<file path="config.mk">
export PLATFORM = sky130hd
export DESIGN_NAME = lfsr_write_engine
export DESIGN_NICKNAME = d
export VERILOG_FILES = /design/src/rtl/lfsr_write_engine.sv
export SDC_FILE = /design/constraint.sdc
export NUM_CORES = 1
export LEC_CHECK = 0
export BUFFER_PORTS_ARGS = -buffer_cell sky130_fd_sc_hd__buf_2
export CAP_MARGIN = 20
export CORE_ASPECT_RATIO = 1.1
export CORE_MARGIN = 3
export CORE_UTILIZATION = 35
export CTS_CLUSTER_DIAMETER = 100
export DETAILED_ROUTE_END_ITERATION = 8
export SETUP_SLACK_MARGIN = 0.05
export SKIP_CTS_REPAIR_TIMING = 1
export SYNTH_ARGS = -nofsm -noshare
export SYNTH_HDL_FRONTEND = slang
export SYNTH_SLANG_ARGS = --single-unit
export TNS_END_PERCENT = 5
</file>
<file path="constraint.sdc">
create_clock -name Clock -period 2.4 [get_ports Clock]
set_input_delay 0.24 -clock Clock [delete_from_list [all_inputs] [get_ports Clock]]
set_output_delay 0.24 -clock Clock [all_outputs]
set_load 0.005 [all_outputs]
</file>
<file path="src/rtl/lfsr_write_engine.sv">
// rtl/lfsr_write_engine.sv - LFSR-addressed byte write engine for the associative-memory load path
//
// Accepts bytes on In_Valid/In_Ready and writes each one to the next address of a
// 16-bit Galois LFSR (taps 16'hB400, right shift). The search side replays the same
// sequence from the same seed. WR_Count reports the completed writes in this session.
//
// Optional feature macro: LFSR_WR_VERIFY_EN
//   defined     : every write is followed by a read-back (Mem_RD); a mismatch sets Error
//   not defined : Mem_RD = 0, Mem_Rdata ignored, Error = 0
//
// Ports:
//   Clock, Reset           : clock, asynchronous active-low reset
//   Start, Stop            : one-cycle session control pulses
//   In_Valid/In_Data       : byte stream in; In_Ready = engine accepts this cycle
//   Mem_Addr/Mem_Data      : memory address (LFSR) and write data
//   Mem_WR/Mem_RD/Mem_Ack  : request held until Mem_Ack; Mem_Rdata read-back data
//   WR_Count/Full/Busy     : session status; Error sticky read-back mismatch
module lfsr_write_engine #(
  parameter int                ADDR_W = 16,
  parameter int                DATA_W = 8,
  parameter logic [ADDR_W-1:0] SEED   = 16'h0001
) (
  input  logic              Clock,
  input  logic              Reset,
  input  logic              Start,
  input  logic              Stop,
  input  logic              In_Valid,
  input  logic [DATA_W-1:0] In_Data,
  output logic              In_Ready,
  output logic [ADDR_W-1:0] Mem_Addr,
  output logic [DATA_W-1:0] Mem_Data,
  output logic              Mem_WR,
  output logic              Mem_RD,
  input  logic [DATA_W-1:0] Mem_Rdata,
  input  logic              Mem_Ack,
  output logic [15:0]       WR_Count,
  output logic              Full,
  output logic              Busy,
  output logic              Error
);

  typedef enum logic [2:0] {
    S_IDLE,
    S_ACCEPT,
    S_WRITE,
    S_VERIFY,
    S_ADVANCE,
    S_FULL
  } state_t;

  // A zero seed would lock the LFSR at zero forever.
  localparam logic [ADDR_W-1:0] SEED_EFF = (SEED == '0) ? 16'h0001 : SEED;
  localparam logic [ADDR_W-1:0] POLY     = 16'hB400;

  state_t              state_q, state_d;
  logic [ADDR_W-1:0]   lfsr_q, lfsr_d;
  logic [15:0]         count_q, count_d;
  logic [DATA_W-1:0]   data_q, data_d;
  logic                full_q, full_d;
  logic                error_q, error_d;
  logic                mem_wr, mem_rd;
  logic [ADDR_W-1:0]   lfsr_next;

  assign lfsr_next = {1'b0, lfsr_q[ADDR_W-1:1]} ^ (lfsr_q[0] ? POLY : '0);

`ifndef LFSR_WR_VERIFY_EN
  logic unused_rdata;
  assign unused_rdata = ^Mem_Rdata;
`endif

  always_ff @(posedge Clock or negedge Reset) begin
    if (!Reset) begin
      state_q <= S_IDLE;
      lfsr_q  <= SEED_EFF;
      count_q <= '0;
      data_q  <= '0;
      full_q  <= 1'b0;
      error_q <= 1'b0;
    end else begin
      state_q <= state_d;
      lfsr_q  <= lfsr_d;
      count_q <= count_d;
      data_q  <= data_d;
      full_q  <= full_d;
      error_q <= error_d;
    end
  end

  always_comb begin
    state_d = state_q;
    lfsr_d  = lfsr_q;
    count_d = count_q;
    data_d  = data_q;
    full_d  = full_q;
    error_d = error_q;
    mem_wr  = 1'b0;
    mem_rd  = 1'b0;

    case (state_q)
      S_IDLE: begin
        if (Start) begin
          lfsr_d  = SEED_EFF;
          count_d = '0;
          full_d  = 1'b0;
          error_d = 1'b0;
          state_d = S_ACCEPT;
        end
      end

      S_ACCEPT: begin
        // Stop wins over a same-cycle byte; In_Ready is already low then.
        if (Stop) begin
          state_d = S_IDLE;
        end else if (In_Valid) begin
          data_d  = In_Data;
          state_d = S_WRITE;
        end
      end

      S_WRITE: begin
        mem_wr = 1'b1;
        if (Mem_Ack) begin
`ifdef LFSR_WR_VERIFY_EN
          state_d = S_VERIFY;
`else
          state_d = S_ADVANCE;
`endif
        end
      end

`ifdef LFSR_WR_VERIFY_EN
      S_VERIFY: begin
        mem_rd = 1'b1;
        if (Mem_Ack) begin
          if (Mem_Rdata != data_q) begin
            error_d = 1'b1;
          end
          state_d = S_ADVANCE;
        end
      end
`endif

      S_ADVANCE: begin
        if (count_q != 16'hFFFF) begin
          count_d = count_q + 16'd1;
        end
        lfsr_d = lfsr_next;
        // The 65535th write exhausts the LFSR period.
        if (count_q == 16'hFFFE) begin
          full_d  = 1'b1;
          state_d = S_FULL;
        end else begin
          state_d = S_ACCEPT;
        end
      end

      S_FULL: begin
        if (Start) begin
          lfsr_d  = SEED_EFF;
          count_d = '0;
          full_d  = 1'b0;
          error_d = 1'b0;
          state_d = S_ACCEPT;
        end else if (Stop) begin
          state_d = S_IDLE;
        end
      end

      default: begin
        state_d = S_IDLE;
      end
    endcase
  end

  assign Busy     = (state_q != S_IDLE);
  assign In_Ready = (state_q == S_ACCEPT) && !Stop;
  assign Mem_WR   = mem_wr;
  assign Mem_RD   = mem_rd;
  // Address is forced to zero while idle so the port is quiet out of reset.
  assign Mem_Addr = Busy ? lfsr_q : '0;
  assign Mem_Data = data_q;
  assign WR_Count = count_q;
  assign Full     = full_q;
  assign Error    = error_q;

endmodule
</file>
### After elaboration in Yosys (flattened, before gate mapping)

Cells that the tools add are included.

* input bits: 22
* bits in registers: 44
* output and inout port bits: 46
* word-level logic and storage cells: 51

* $add $sub $neg: 1
* reductions and logical operators: 11
* bitwise logic cells: 2
* equal/unequal tests: 13
* mux-type cells: 19

Operator list (count)
* $mux W16: 5
* $pmux W16 S2: 2
* $mux W3: 7
* $add A16 B1 Y16 const B: 1
* $eq A16 B16 Y1 const B: 1
* $ne A16 B16 Y1 const B: 1
* $xor A15 B16 Y16: 1
* $pmux W3 S5: 1
* $reduce_and A3 Y1: 3
* $ne A2 B2 Y1 const B: 4
* $eq A3 B3 Y1 const B: 2
* $ne A3 B3 Y1 const B: 2
* $reduce_and A4 Y1: 1
* $eq A3 B1 Y1 const B: 1
* $eq A3 B2 Y1 const B: 1
* $logic_not A3 Y1: 1
* $mux W1: 3
* $reduce_bool A3 Y1: 1
* $ne A2 B1 Y1 const B: 1
* $pmux W1 S2: 1
* $reduce_and A2 Y1: 1
* $reduce_bool A2 Y1: 1
* $reduce_or A2 Y1: 1
* $logic_and A1 B1 Y1: 1
* other kinds (2): 2

### Depth between registers and ports, before layout

Gate-level depths: netlist of run 1.

* word-level depth: 4
* gate-level depth with buffers: 7
* mapped depth without buffers: 6

### Worst setup path after synthesis of run 1

Ideal clock, no wire load.

* kind: reg2reg
* start: reg count_q[0] (netlist: WR_Count[0])
* end: reg count_q[12] (netlist: WR_Count[12])
* arrival: 1747 ps
* buffers on the path: 1
* library setup time: 118 ps
* slack: 535 ps
* cell stages (with the launch flop): 8
* period minus slack after synthesis: 1865 ps
* data required time: 2282 ps
* cells stage by stage: dfrtp_1 > ha_1 > nand4_1 > or4_4 > buf_6 > nand2_1 > nor3_1 > a21o_1

* longest elaborated chain between the ends: 3
* elaborated cells on any way between the ends: 6
* classes of those cells: add/sub (1); eq/ne (2); mux (2); reduce/logical (1)

Ends and longest elaborated chain
* from (decl): line 57 `logic [15:0] count_q, count_d;`
* from (signal assigned): line 82 `count_q <= count_d;`
* $add A16 B1 Y16 / $ne A16 B16 Y1 (equally long branches): line 145, 144
* $mux W16 / $ne A2 B2 Y1 (equally long branches)
* $pmux W16 S2 / $reduce_and A3 Y1 (equally long branches)

Several ways; a longest one is shown, not always the timed one. The select of a mux whose other input is x is not followed.
A chain may end at the register's enable or synchronous reset.

### Worst setup path after layout of run 1

* start: reg count_q[0] (netlist: WR_Count[0])
* end: reg count_q[14] (netlist: WR_Count[14])

Same word-level chain as after synthesis.

==> metrics.md, run 1 <==
| Metric | Value |
|---|---|
| Largest net degree at the start of global routing | `between 40 and 50` |
| Fin crit period | `2.15 ns` |
| Syn avg cell area | `roughly 9 um^2` |
| Most used routing layer | `met2` |
| Clk slew on worst S/H paths | `roughly 0.080 ns` |
| Worst slew margin | `60.4%` |
| DRC viols | `0` |
| Initial antenna violation count | `0` |
| Combinational share of power | `32.4%` |
| Mapped cell area | `2270 um^2` |
| Die width | `82.9 um` |
| Die Height | `a little over 90 um` |
| Fin. max-slew vios | `0` |
| Final nets | `roughly 330` |
| CTS tree | `done` |
| First-pass GRT wire length | `9370 um` |
| # rows | `30` |
| Vias | `2008` |
| Vias in the first global route | `around 1900` |
| Final WL | `approximately 5400 um` |
| Post-synth cell types | `41` |
| Fmax | `between 0.4 and 0.5 GHz` |
| Worst R2R Setup Slack | `0.25 ns` |
| Setup TNS | `0 ns` |
| Mapped Cells | `251` |
| Number of clock sinks | `44` |
| Drt wl/cell | `between 10 and 15 um` |
| Crit Reg-Reg Startpoint | `WR_Count[0]` |
| Post-synth EDFFs | `0` |
| Grt total ovfl | `0` |
| Most instantiated cells after synthesis | `43 x dfrtp_1, 40 x nand2_1, 32 x o21ai_1` |
| Most common cell in the netlist | `dfrtp_1` |
| Sequential share of power | `between 40% and 50%` |
| Root Buffer | `clkbuf_8` |
| GR Util met2 | `24.3%` |
| I/O pin count | `68` |
| Starting DRC count in detailed routing | `70` |
| Unrepaired setup endpoints after global routing | `false` |
| R2R Path End | `WR_Count[14]` |
| Area growth syn-to-layout | `21.5%` |
| Setup crit start | `WR_Count[0]` |
| WP data required | `2.62 ns` |
| Status | `finished clean` |
| Setup CP Type | `flop to flop` |
| Sw Share | `between 30% and 40%` |
| Psw | `around 0.75 mW` |
| Longest Clk Path Bufs | `2` |
| Int Pwr | `roughly 1.5 mW` |
| GRT Total Usage | `approximately 15%` |
| Power density over cell area | `801 nW/um^2` |
| Leak pwr | `1.30 nW` |
| Diodes inserted | `0` |
| Number of vias per cell | `5.14` |
| IO buf count | `57` |
| Area share of the largest cell type after synthesis | `a little under half` |
| Synth Warn # | `0` |
| Post-synthesis sequential area ratio | `between 40% and 50%` |
| Core area | `6230 um^2` |
| Synth top area cells | `dfrtp_1 47%, o21ai_1 7.0%, nand2_1 6.6%` |
| Power share of the clock group | `a little under a quarter` |
| Max Cap Violations | `0` |
| CTS buffer count | `5` |
| Max VDD drop | `between 0.0003 and 0.0004 V` |
| CP Max Fanout | `11` |
| Fill cells | `663` |
| Die area | `7500 um^2` |
| Post-route ant nets | `0` |
| Final core utilization | `44.3%` |
| Met3 Use GR | `under 10%` |
| Crit share post-route | `89.6%` |
| CP endpoint kind | `flop` |
| Worst EP arrival | `2.37 ns` |
| Worst Clk Skew | `about 0.005 ns` |
| Area leader, netlist | `dfrtp_1` |
| GP Congestion | `0.813` |
| Top FF cell, synth | `dfrtp_1` |
| Dpl hpwl | `3840 um` |
| Measured slew at the worst slew-check pin | `between 0.5 and 0.6 ns` |
| Final-report hold violation count | `0` |
| Initial core utilization | `36.5%` |
| Hold Crit Class | `input pin to asynchronous set/reset pin` |
| Worst skew pair latency | `0.29 ns` |
| H-tree Lvls | `2` |
| Startpoint Class | `flop` |
| Share of layout cells above drive strength 1 | `about 29%` |
| FF+latch count, synth | `44` |
| Reg2Reg Depth | `6` |
| GRT met1 Usage | `approximately 19%` |
| Length of the first detailed-routing pass in iterations | `4` |
| Final setup viols | `0` |
| FFs w/ async S/R, synth | `100%` |
==> worst max-delay path by stage <==
| stage | end | slack (ns) | depth (start not counted) |
|---|---|---|---|
| floorplan | WR_Count[12] | 0.53 | 7 |
| global placement | WR_Count[12] | 0.30 | 6 |
| detailed placement | WR_Count[12] | 0.27 | 6 |
| CTS | WR_Count[12] | 0.26 | 6 |
| global route | WR_Count[10] | 0.07 | 6 |
| finish | WR_Count[14] | 0.25 | 6 |
==> critical path: stages (launching register included) <==
cell,delay (ns)
dfrtp_1,0.45
ha_1,0.27
nand4_1,0.15
or4_4,0.62
a21oi_2,0.39
o21ai_1,0.13
o21ai_1,0.08
==> through the flow <==
stage                     instance area (um^2)  hold slack (ns)  instances  worst slack, ns  power [mW]
final                                     2760          0.00313        391            0.250        2.21
after global routing                      2760           0.0717        391           0.0724        2.39
after CTS                                 2760           0.0376        391            0.260        2.25
after detailed placement                  2660            0.366        383            0.272        1.74
after global placement                    2660            0.362        383            0.304        1.71
after floorplan                           2280          -0.0556        252            0.535        1.43
==> flip-flops by register name (all words and copies together), names as in the netlist <==
name	count
WR_Count	16
state_q	3
Full	1
lfsr_q	16
Mem_Data	8
==> metal layers <==
layer / wire, um / share of wire (%) / up-vias
met5: 0 / 0 / -
met4: 72 / 1.3 / 0
met1: 2470 / 46 / 940
met3: 321 / 5.9 / 8
li1: - / - / 997
met2: 2550 / 47 / 63
==> cell usage in the layout (no fill, tap or decap), drive strengths merged <==
cell type	n
or2	1
nand3	14
xnor2	3
or3b	1
a2111oi	1
ha	2
or4	2
nor3b	1
nor3	10
dfstp	1
conb	2
buf	66
o211ai	1
nor2b	16
and3	3
nor4	3
o21ai	39
nand2	40
a21o	2
a31oi	5
nand2b	1
nor4b	1
o31ai	4
nand4	6
nor2	12
mux2	8
inv	4
a221o	1
a211oi	1
a21oi	9
dfrtp	43
clkbuf	8
==> power by group through the flow <==
stage / sequential [mW] / combinational (mW) / clock (mW)
2_1_floorplan: 0.983 / 0.448 / 0
3_3_place_gp: 1.00 / 0.715 / 0
3_5_place_dp: 1.01 / 0.733 / 0
4_1_cts: 0.991 / 0.734 / 0.527
5_1_grt: 1.01 / 0.812 / 0.566
6_report: 0.989 / 0.716 / 0.508
==> kinds of logic after synthesis <==
| logic type | after synthesis | synth area share (%) |
|---|---|---|
| xor+xnor | 3 | 1.16 |
| buf+inv | 19 | 3.90 |
| compound gates | 63 | 16.3 |
| fa+ha+maj | 2 | 1.10 |
| simple gates | 111 | 25.0 |
| mux | 8 | 3.96 |
| flops | 44 | 48.5 |
| other cells | 1 | 0.165 |
==> final cells by class <==
type / instances / area (um^2) / area share (%)
clock buffer: 8 / 100 / 3.62
multi-input combinational: 189 / 1090 / 39.5
tap: 80 / 100 / 3.62
inverter: 4 / 15.0 / 0.543
sequential: 44 / 1100 / 39.9
timing repair buffer: 66 / 353 / 12.8
(Power assumes the default switching activity.)
==> run 2, diff against run 1 <==
--- a/config.mk
+++ b/config.mk
@@ -12,6 +12,7 @@
 export CORE_UTILIZATION = 35
 export CTS_CLUSTER_DIAMETER = 100
 export DETAILED_ROUTE_END_ITERATION = 8
+export PLACE_DENSITY_LB_ADDON = 0.1
 export SETUP_SLACK_MARGIN = 0.05
 export SKIP_CTS_REPAIR_TIMING = 1
 export SYNTH_ARGS = -nofsm -noshare
==> run 2 against run 1 <==
  * Combinational power is 0.6% higher
  * Clock-buffer cell count shrank 3
  * Sequential cell count did not move
  * Utilization up 0.58 points
  * Worst setup slack better by 0.040 ns
  * Non-clock buffer count up 3
  * Sequential power about the same
  * First-iteration DRC count rose by 4.3%
  * Critical path depth unchanged
  * Sequential share of layout area is 0.52 points lower
  * Highest routed layer unchanged
==> metrics.md, run 2 (synthesized netlist as in run 1, its figures left out) <==
| Metric | Value |
|---|---|
| Setup CP Type | `flop to flop` |
| Hold Path Sink | `state_q[1]` |
| Crit share post-route | `87.9% (-1.7 points)` |
| Multi-input gate area | `1090 um^2 (unchanged)` |
| Post-route ant nets | `0 (unchanged)` |
| Initial core utilization | `36.5% (unchanged)` |
| CTS buffer count | `5 (unchanged)` |
| Drt wl/cell | `14.1 um (+1.9%)` |
| CP endpoint kind | `flop` |
| Final WL | `5560 um (+2.7%)` |
| Reg2Reg Depth | `6 (unchanged)` |
| Worst slew margin | `56.5% (-3.9 points)` |
| Grt total ovfl | `0 (unchanged)` |
| Fin crit period | `2.11 ns (-0.0399 ns)` |
| Hold Crit Class | `input pin to flop` |
| H-tree Lvls | `2 (unchanged)` |
| Vias | `2004 (-0.20%)` |
| Die Height | `90.6 um (unchanged)` |
| Fmax | `0.474 GHz (+1.9%)` |
| Critical hold path startpoint | `Mem_Ack` |
| GP Congestion | `0.810 (-0.30%)` |
| CP Max Fanout | `11 (unchanged)` |
| Power density over cell area | `815 nW/um^2 (+1.7%)` |
| Number of clock sinks | `44 (unchanged)` |
| Core area | `6230 um^2 (unchanged)` |
| Worst R2R Setup Slack | `0.29 ns (+0.04 ns)` |
| Initial antenna violation count | `0 (unchanged)` |
| GRT Total Usage | `15.1% (+0.099 points)` |
| Clk slew on worst S/H paths | `0.09 ns (about the same)` |
| Longest Clk Path Bufs | `2 (unchanged)` |
| Worst Clk Skew | `0.00916 ns (+0.00427 ns)` |
| Starting DRC count in detailed routing | `73 (+4.3%)` |
| Max Cap Violations | `0 (unchanged)` |
| CP max stage cell | `or4_4` |
| I/O pin count | `68 (unchanged)` |
| DRC viols | `0 (unchanged)` |
| Diodes inserted | `0 (unchanged)` |
| Post-Layout Inst Area | `2800 um^2 (+1.3%)` |
| R2R Path End | `WR_Count[11]` |
| Final nets | `337 (+0.90%)` |
| Die width | `82.9 um (unchanged)` |
| Root Buffer | `clkbuf_8` |
| Share of layout cells above drive strength 1 | `29.3% (+0.68 points)` |
| Worst skew pair latency | `0.30 ns (about the same)` |
| Reg area | `1100 um^2 (unchanged)` |
| Startpoint Class | `flop` |
| CTS tree | `done` |
| Largest net degree at the start of global routing | `29 (-36%)` |
| First-pass GRT wire length | `9440 um (+0.74%)` |
| Status | `finished clean` |
| Setup WS pre-CTS | `0.304 ns (+0.0321 ns)` |
| Fin. max-slew vios | `0 (unchanged)` |
| CP peak stage delay | `0.62 ns (about the same)` |
| Commonest non-fill, non-tap cell in the layout | `buf_2` |
| Family with the most delay on the worst path | `simple AND/OR/NAND/NOR gates` |
| Most frequent cells in the layout | `57 x buf_2, 43 x dfrtp_1, 40 x nand2_1, 32 x o21ai_1, 16 x nor2b_1` |
| # rows | `30 (unchanged)` |
| Critical path's most frequent cell | `o21ai_1` |
| Worst EP arrival | `2.34 ns (-0.03 ns)` |
| CP cell instances | `ha_1 -> nand4_1 -> or4_4 -> a21oi_2 -> o21ai_1 -> o21ai_1` |
| Dpl hpwl | `4050 um (+5.5%)` |
| Leak pwr | `1.32 nW (+1.3%)` |
| Hold Crit Depth | `2` |
| Power consumption | `2.28 mW (+3.1%)` |
| Final worst-path setup slack | `0.289 ns (+0.0399 ns)` |
| Fin Hold WS | `0.150 ns (+0.147 ns)` |
| Crit Reg-Reg Startpoint | `WR_Count[0]` |
| Vias in the first global route | `1930 (-0.21%)` |
| Final-report hold violation count | `0 (unchanged)` |
| Final setup viols | `0 (unchanged)` |
| Setup TNS | `0 ns (unchanged)` |
| Crit path buffers/inverters | `0 (unchanged)` |
| Fill cells | `674 (+1.7%)` |
| Measured slew at the worst slew-check pin | `0.652 ns (+0.0736 ns)` |
| Unrepaired setup endpoints after global routing | `false` |
| Area after DPL | `2680 um^2 (+0.56%)` |
| Length of the first detailed-routing pass in iterations | `4 (unchanged)` |
| Area growth syn-to-layout | `23.0%` |
| Max VDD drop | `0.000426 V (+13%)` |
| WP data required | `2.63 ns (about the same)` |
| Number of vias per cell | `5.09 (-0.96%)` |
| Die area | `7500 um^2 (unchanged)` |
| IO buf count | `57 (unchanged)` |
run 2: final cells by class:
class                      count  area share (%)
inverter                       4           0.536
tap                           80            3.58
clock inverter                 3            1.52
sequential                    44            39.4
clock buffer                   5            2.46
multi-input combinational    189            39.0
timing repair buffer          69            13.5
run 2: routing by layer:
| layer | up-vias | part of all wire (%) | track usage, % |
|---|---|---|---|
| met5 | - | 0 | 0 |
| met4 | 0 | 1.1 | 4.63 |
| met3 | 6 | 4.4 | 3.74 |
| met2 | 42 | 48 | 24.8 |
| met1 | 952 | 47 | 19.7 |
| li1 | 1004 | - | - |
run 2: per-stage QoR:
step | instances | util (%)
after CTS | 393 | 44.8
after floorplan | 252 | -
final | 394 | 44.9
after global placement | 385 | 43.0
after global routing | 394 | 44.9
after detailed placement | 385 | 43.0
run 2: where the power goes:
group,internal (mW),switching (mW)
clock,0.308,0.262
sequential,0.878,0.113
combinational,0.326,0.394
run 2: worst reg2reg max path, stage by stage (launching register included):
cell and delay [ns]:
dfrtp_1 0.45, ha_1 0.27, nand4_1 0.15, or4_4 0.62, a21oi_2 0.35, o21ai_1 0.12
o21ai_1 0.09
run 2: how the worst max path moves through the flow:
stage,startpoint,endpoint,depth (start not counted),slack [ns]
after global routing,WR_Count[0],WR_Count[13],6,0.10
final,WR_Count[0],WR_Count[11],6,0.29
after CTS,WR_Count[0],WR_Count[11],6,0.28
after detailed placement,WR_Count[0],WR_Count[11],6,0.30
after floorplan,WR_Count[0],WR_Count[12],7,0.53
after global placement,WR_Count[0],WR_Count[12],6,0.32
==> run 3, diff against run 2 <==
--- a/config.mk
+++ b/config.mk
@@ -12,7 +12,7 @@
 export CORE_UTILIZATION = 35
 export CTS_CLUSTER_DIAMETER = 100
 export DETAILED_ROUTE_END_ITERATION = 8
-export PLACE_DENSITY_LB_ADDON = 0.1
+export PLACE_DENSITY = 0.68
 export SETUP_SLACK_MARGIN = 0.05
 export SKIP_CTS_REPAIR_TIMING = 1
 export SYNTH_ARGS = -nofsm -noshare
==> run 3 against run 2 <==
  * Clock-buffer cell count up 1
  * Global-route usage down 0.67 points
  * Register-to-register slack better by 0.04 ns
  * Cell area down 0.40%
  * Utilization down 0.18 points
  * Sequential cell count unchanged
==> metrics.md, run 3 (synthesized netlist as in run 1, its figures left out) <==
| Metric | Value |
|---|---|
| Longest Clk Path Bufs | `2 (unchanged)` |
| Area growth syn-to-layout | `22.6%` |
| GRT Total Usage | `14.5% (-0.67 points)` |
| Grt total ovfl | `0 (unchanged)` |
| Startpoint Class | `flop` |
| Hold Crit Class | `input pin to asynchronous set/reset pin` |
| Critical path's most frequent cell | `o21ai_1` |
| Worst EP arrival | `2.26 ns (-0.08 ns)` |
| Power density over cell area | `851 nW/um^2 (+4.4%)` |
| Initial core utilization | `36.5% (unchanged)` |
| Setup WS pre-CTS | `0.289 ns (-0.0158 ns)` |
| I/O pin count | `68 (unchanged)` |
| Length of the first detailed-routing pass in iterations | `4 (unchanged)` |
| Vias in the first global route | `1918 (-0.62%)` |
| Worst slew margin | `57.1% (+0.54 points)` |
| Share of layout cells above drive strength 1 | `28.2% (-1.1 points)` |
| Diodes inserted | `0 (unchanged)` |
| Die area | `7500 um^2 (unchanged)` |
| Final worst-path setup slack | `0.326 ns (+0.0364 ns)` |
| Number of clock sinks | `44 (unchanged)` |
| Initial antenna violation count | `0 (unchanged)` |
| R2R Path End | `WR_Count[15]` |
| Number of vias per cell | `5.23 (+2.8%)` |
| Status | `finished clean` |
| Largest net degree at the start of global routing | `45 (+55%)` |
| Final setup viols | `0 (unchanged)` |
| DRC viols | `0 (unchanged)` |
| Die width | `82.9 um (unchanged)` |
| First-pass GRT wire length | `9040 um (-4.2%)` |
| Final nets | `332 (-1.5%)` |
| Vias | `2034 (+1.5%)` |
| Starting DRC count in detailed routing | `89 (+22%)` |
| GP Congestion | `0.880 (+8.6%)` |
| Crit Reg-Reg Startpoint | `state_q[1]` |
| Fmax | `0.482 GHz (+1.8%)` |
| Dpl hpwl | `3800 um (-6.2%)` |
| # rows | `30 (unchanged)` |
| Fill cells | `646 (-4.2%)` |
| WP data required | `2.59 ns (-0.04 ns)` |
| Commonest non-fill, non-tap cell in the layout | `buf_2` |
| Fin. max-slew vios | `0 (unchanged)` |
| Setup TNS | `0 ns (unchanged)` |
| CP peak stage delay | `0.60 ns (-0.02 ns)` |
| Max VDD drop | `0.000409 V (-4.0%)` |
| Core area | `6230 um^2 (unchanged)` |
| Reg area | `1100 um^2 (unchanged)` |
| Multi-input gate area | `1100 um^2 (+0.69%)` |
| CTS buffer count | `5 (unchanged)` |
| Worst R2R Setup Slack | `0.33 ns (+0.04 ns)` |
| H-tree Lvls | `2 (unchanged)` |
| Die Height | `90.6 um (unchanged)` |
| Family with the most delay on the worst path | `compound AO/OA/AOI/OAI gates` |
| CP Max Fanout | `9 (-2)` |
| Crit share post-route | `86.4% (-1.5 points)` |
| Post-route ant nets | `0 (unchanged)` |
| Fin crit period | `2.07 ns (-0.0364 ns)` |
| Worst Clk Skew | `0.0108 ns (+0.00161 ns)` |
| Drt wl/cell | `13.8 um (-2.6%)` |
| CP endpoint kind | `flop` |
| Root Buffer | `clkbuf_8` |
| CP cell instances | `or3b_1 -> a2111oi_0 -> a21oi_1 -> o21ai_1 -> o21ai_1` |
| Clk slew on worst S/H paths | `0.08 ns (about the same)` |
| Crit path buffers/inverters | `0 (unchanged)` |
| CP max stage cell | `a2111oi_0` |
| Final WL | `5350 um (-3.8%)` |
| WP depth | `5 (-1)` |
| Measured slew at the worst slew-check pin | `0.628 ns (-0.0243 ns)` |
| Setup CP Type | `flop to flop` |
| Leak pwr | `1.31 nW (-0.89%)` |
| IO buf count | `57 (unchanged)` |
| CTS tree | `done` |
| Most frequent cells in the layout | `57 x buf_2, 43 x dfrtp_1, 40 x nand2_1, 32 x o21ai_1, 16 x nor2b_1` |
| Final-report hold violation count | `0 (unchanged)` |
| Reg2Reg Depth | `5 (-1)` |
| Max Cap Violations | `0 (unchanged)` |
| Worst skew pair latency | `0.30 ns (about the same)` |
| Unrepaired setup endpoints after global routing | `false` |
[run 3: cell count changes in the layout (fill, tap and decap cells not counted), sizes merged]
cell,before,now
bufinv,1,2
clkbuf,5,6
dlygate4sd3,1,0
clkinvlp,1,0
buf,68,64
clkinv,1,0
[run 3: cell type report]
cell class              count  share of cell area (%)
well taps                  80                    3.59
inverters                   4                   0.539
clock inverters             2                    2.15
multi-input cells         189                    39.5
clock buffers               6                    2.60
flip-flops and latches     44                    39.5
repair buffers             64                    12.1
[run 3: worst max path at each step]
stage / from / end / slack (ns)
after global placement: WR_Count[0] / WR_Count[12] / 0.32
after floorplan: WR_Count[0] / WR_Count[12] / 0.53
after CTS: WR_Count[0] / WR_Count[12] / 0.24
final: state_q[1] / WR_Count[15] / 0.33
after global routing: WR_Count[0] / WR_Count[13] / 0.14
after detailed placement: WR_Count[0] / WR_Count[12] / 0.29
[run 3: metrics by stage]
stage / util (%) / power, mW / std cells / area (um^2) / hold slack [ns]
after global routing: 44.7 / 2.53 / 389 / 2790 / 0.0713
final: 44.7 / 2.37 / 389 / 2790 / 0.0147
after CTS: 44.6 / 2.40 / 389 / 2780 / 0.0336
after floorplan: - / 1.43 / 252 / 2280 / -0.0556
after global placement: 42.5 / 1.71 / 381 / 2650 / 0.365
after detailed placement: 42.5 / 1.73 / 381 / 2650 / 0.363
[run 3: where the power goes]
part / internal (mW) / switching (mW)
Sequential: 0.878 / 0.127
Clock: 0.416 / 0.252
Combinational: 0.320 / 0.381
Total: 1.61 / 0.760
[run 3: routing by layer]
| layer | up-vias | wire, um | track usage, % |
|---|---|---|---|
| li1 | 996 | - | - |
| met1 | 973 | 2410 | 18.7 |
| met2 | 60 | 2580 | 23.7 |
| met3 | 5 | 273 | 2.28 |
| met4 | 0 | 79 | 6.54 |
| met5 | - | 0 | 0 |
